`src/rtl/window_gen.sv`:
```
// rtl/window_gen.sv - 3x3 sliding-window generator over a raster pixel stream.
// Two line buffers plus a 3x3 register window; one window per interior pixel.
module window_gen #(
    parameter int DATA_BW = 8,
    parameter int IMG_W   = 16,
    parameter int IMG_H   = 16
) (
    input  logic                 i_clk,
    input  logic                 i_rstn,
    input  logic                 i_dxi_in_valid,
    input  logic [DATA_BW-1:0]   i_dxi_in_data,
    output logic                 o_dxi_in_ready,
    output logic                 o_dxi_out_valid,
    output logic [DATA_BW*9-1:0] o_dxi_out_data,
    input  logic                 i_dxi_out_ready,
    output logic                 o_frame_done
);

    localparam int CW = $clog2(IMG_W);
    localparam int RW = $clog2(IMG_H);

    logic [CW-1:0] c;
    logic [RW-1:0] r;

    logic [DATA_BW-1:0] lb0 [IMG_W];
    logic [DATA_BW-1:0] lb1 [IMG_W];
    logic [DATA_BW-1:0] win     [3][3];
    logic [DATA_BW-1:0] win_nxt [3][3];
    logic [DATA_BW*9-1:0] win_pack;

    logic accept;
    logic col_last;
    logic row_last;
    logic emit;

    // Single output register: accept whenever that register is free or draining.
    assign o_dxi_in_ready = i_rstn && (!o_dxi_out_valid || i_dxi_out_ready);
    assign accept         = i_dxi_in_valid && o_dxi_in_ready;
    assign col_last       = (c == CW'(IMG_W - 1));
    assign row_last       = (r == RW'(IMG_H - 1));
    // Column gate keeps windows from straddling rows; row gate hides stale frame data.
    assign emit           = accept && (r >= RW'(2)) && (c >= CW'(2));

    always_comb begin
        for (int i = 0; i < 3; i++) begin
            win_nxt[i][0] = win[i][1];
            win_nxt[i][1] = win[i][2];
        end
        win_nxt[0][2] = lb1[c];
        win_nxt[1][2] = lb0[c];
        win_nxt[2][2] = i_dxi_in_data;
    end

    // Top-left lands in the MSB slice, bottom-right (newest pixel) in the LSB slice.
    always_comb begin
        win_pack = '0;
        for (int i = 0; i < 3; i++) begin
            for (int j = 0; j < 3; j++) begin
                win_pack[DATA_BW*(8-(3*i+j)) +: DATA_BW] = win_nxt[i][j];
            end
        end
    end

    always_ff @(posedge i_clk) begin
        if (accept) begin
            win     <= win_nxt;
            lb1[c]  <= lb0[c];
            lb0[c]  <= i_dxi_in_data;
        end
    end

    always_ff @(posedge i_clk) begin
        if (!i_rstn) begin
            o_dxi_out_valid <= 1'b0;
            o_dxi_out_data  <= '0;
            o_frame_done    <= 1'b0;
            r               <= '0;
            c               <= '0;
        end else begin
            o_frame_done <= accept && col_last && row_last;
            if (emit) begin
                o_dxi_out_data  <= win_pack;
                o_dxi_out_valid <= 1'b1;
            end else if (i_dxi_out_ready) begin
                o_dxi_out_valid <= 1'b0;
            end
            if (accept) begin
                if (col_last) begin
                    c <= '0;
                    r <= row_last ? '0 : r + RW'(1);
                end else begin
                    c <= c + CW'(1);
                end
            end
        end
    end

endmodule

```
`config.mk`:
```
export PLATFORM = sky130hd
export DESIGN_NAME = window_gen
export DESIGN_NICKNAME = d
export VERILOG_FILES = /design/src/rtl/window_gen.sv
export SDC_FILE = /design/constraint.sdc
export NUM_CORES = 1
export LEC_CHECK = 0
export BUFFER_PORTS_ARGS = -buffer_cell sky130_fd_sc_hd__buf_2
export CAP_MARGIN = 25
export CORE_MARGIN = 2
export CORE_UTILIZATION = 40
export CTS_CLUSTER_DIAMETER = 120
export DETAILED_ROUTE_END_ITERATION = 12
export GPL_ROUTABILITY_DRIVEN = 0
export PLACE_DENSITY = 0.66
export SYNTH_ARGS = -nofsm -noshare
export SYNTH_HDL_FRONTEND = slang
export SYNTH_SLANG_ARGS = --single-unit
```
`constraint.sdc`:
```
create_clock -name i_clk -period 2.4 [get_ports i_clk]
set_input_delay 0.36 -clock i_clk [delete_from_list [all_inputs] [get_ports i_clk]]
set_output_delay 0.36 -clock i_clk [all_outputs]
set_load 0.03 [all_outputs]
```
==> results.tsv <==
metric	value	unit
status	finished clean	
Synth top area share	61.9	%
DP Wirelength	19600	µm
final instance area	17300	µm²
initial DRC count	750	
Worst path top cell family by delay	multiplexers	
vias in the first global route	7821	
CTS tree	built	
register area share after synthesis	73.6	%
area leader, netlist	edfxtp_1	
core area	36400	µm²
row count	70	
Tcrit/Tclk final	92.2	%
remaining global-route overflow	0	
layout cells sized above 1	26.4	%
cell chain of the critical path	buf_12 -> mux4_1 -> mux2i_1 -> mux2i_1 -> buf_4	
Die Wd	196	µm
Max Root-Sink Buffers	3	
Top FF cell, synth	edfxtp_1	
CP bufs+invs	2	
area delta synth->final	17.6	%
# H-tree levels	2	
remaining antenna violation count	0	
Worst Setup Path Type	flop to flop	
ys async rst share	0	%
CTS Sinks	390	
final wirelength	32400	µm
RR Endpoint	lb1[7][2]	
Yosys reg bits	390	
Via-to-Cell Ratio	5.42	
Area contributors post-synth	edfxtp_1 62%, dfxtp_1 12%, mux4_2 5.5%	
Port Buf Inserts	86	
grt met1 use	22.8	%
clk slew on worst S/H paths	0.06	ns
worst slew pin tran	0.736	ns
CTS Hold Bufs	0	
Resize count post-CTS	0	
crit end category	flop	
Yosys warnings	0	
Register Area	10900	µm²
synthesized net count	842	
postcts setup bufs	0	
Die Y	196	µm
met3 usage	3.28	%
most common cell in the netlist	edfxtp_1	
worst hold path type	input pin to flop	
WHS Endpoint	win[7]	
Fillers	3026	
Post-synth EDFFs	304	
P per Cell Area	786	nW/µm²
number of detailed-route iterations in the first pass	5	
Hold Vio Cnt, Final	0	
total routing usage reported by global routing	16.8	%
count of cell types in the netlist	40	
fin worst setup slack	0.187	ns
IO Pins	87	
number of nets in the layout	980	
syn_area_per_cell	17.9	µm²
global routing's busiest layer	met2	
Hold WS	0.255	ns
Final Skew	0.0112	ns
Post-synth top cells	304 x edfxtp_1, 86 x dfxtp_1, 61 x a21oi_1, 59 x nand3_1, 52 x o21ai_0	
Slew HR	49.5	%
M2 GR Usage	27.5	%
maximum VDD drop	417	µV
Post-Route Utilization	47.6	%
post-synthesis cell area	14700	µm²
largest net degree at the start of global routing	66	
worst reg2reg setup slack	0.19	ns
DP Worst Slack	0.170	ns
WP data required	2.67	ns
Slew Limit Fails	0	
crit-path max cell delay	0.58	ns
critical path's slowest cell	mux4_1	
Fmax	0.452	GHz
P_leak	6.10	nW
vias	7905	
max cap viols	0	
first-pass GRT wire length	48000	µm
CP arrival	2.48	ns
initial antenna violation count	1	
Tmin final	2.21	ns
effective utilization at floorplan	40.5	%
Worst Reg-to-Reg Cells	5	
Placed Instance Area	16100	µm²
multi-input logic area	3570	µm²
CP max FO	25	
Worst Setup Start Kind	flop	
Gate Count Post-Synth	824	
die area	38400	µm²
CTS root buf	clkbuf_16	
Worst-Skew Late Latency	0.52	ns
final setup fails	0	
crit-path most repeated cell	mux2i_1	
Fin Setup TNS	0	ns
Hold Crit Start	i_dxi_in_data[7]	
drt drc	0	
Worst Hold Depth	1	
RSZ-0062 raised after global routing	false	
total CTS buffers	40	
DR WL/cell	22.2	µm
-- cells by family after synthesis --
kind of cell    count (synthesis)  share of synthesized area, %
xor+xnor                        2                         0.119
flops                         390                          73.6
simple gates                  112                          4.17
mux                           128                          15.0
compound gates                125                          4.39
fa+ha+maj                       6                         0.509
buf+inv                        61                          2.25
-- power breakdown --
group          internal, mW  switching, mW  leakage, nW
sequential             7.43         0.0412         3.45
combinational         0.166          0.351         2.07
clock                  3.23           2.40        0.576
-- per-layer routing --
layer | wire, µm | vias up
met1 | 14100 | 4027
met2 | 15500 | 280
met3 | 1960 | 47
li1 | - | 3551
met4 | 776 | 0
met5 | 0 | -
-- metrics by stage --
| stage | cells | power, mW |
|---|---|---|
| 6_report | 1458 | 13.6 |
| 3_3_place_gp | 1388 | 8.11 |
| 5_1_grt | 1457 | 14.0 |
| 3_5_place_dp | 1388 | 8.13 |
| 2_1_floorplan | 824 | 7.87 |
| 4_1_cts | 1457 | 13.7 |
-- layout by cell type (no fill, tap or decap), types with 5 or more instances in the layout --
cell / netlist / layout
and2_1: 31 / 31
clkinv_2: 0 / 5
mux2_2: 16 / 16
clkbuf_16: 0 / 41
edfxtp_1: 304 / 304
clkbuf_1: 21 / 13
ha_1: 6 / 6
dfxtp_1: 86 / 84
mux4_2: 36 / 36
o21ai_0: 52 / 52
buf_12: 0 / 16
mux2i_1: 48 / 48
inv_1: 6 / 5
o21ai_1: 6 / 6
buf_4: 3 / 47
mux4_1: 28 / 28
nand3_1: 59 / 59
a21oi_1: 61 / 61
buf_2: 15 / 86
-- flip-flops by register name, summed over array words and instances (netlist names), named ones only --
register / count
c: 4
r: 4
o_dxi_out_valid: 1
lb0: 128
win: 48
o_frame_done: 1
o_dxi_out_data: 72
lb1: 128
-- worst max path at each step --
| stage | from | endpoint | slack [ns] | cells after the start |
|---|---|---|---|---|
| final | flop | lb1[7][2] | 0.19 | 5 |
| after global routing | flop | o_dxi_out_data[30] | 0.06 | 7 |
| after CTS | flop | lb1[15][2] | 0.17 | 5 |
| after detailed placement | flop | lb1[3][2] | 0.17 | 5 |
| after global placement | flop | lb1[11][2] | 0.18 | 5 |
| after floorplan | o_dxi_out_valid | win[0] | 0.38 | 5 |
-- area by class of cell --
type	instances	area share, %
clock inverter	12	0.375
antenna	1	0.0144
multi-input combinational	373	20.6
timing repair buffer	149	6.37
clock buffer	57	6.44
inverter	8	0.202
tap	468	3.38
sequential	390	62.6
-- worst reg2reg max path, delay by kind of cell, from the launching register on --
family | cells | cell delay [ns]
buffers and inverters | 2 | 0.53
DFF | 1 | 0.44
muxes | 3 | 0.99
(Power assumes the default switching activity.)
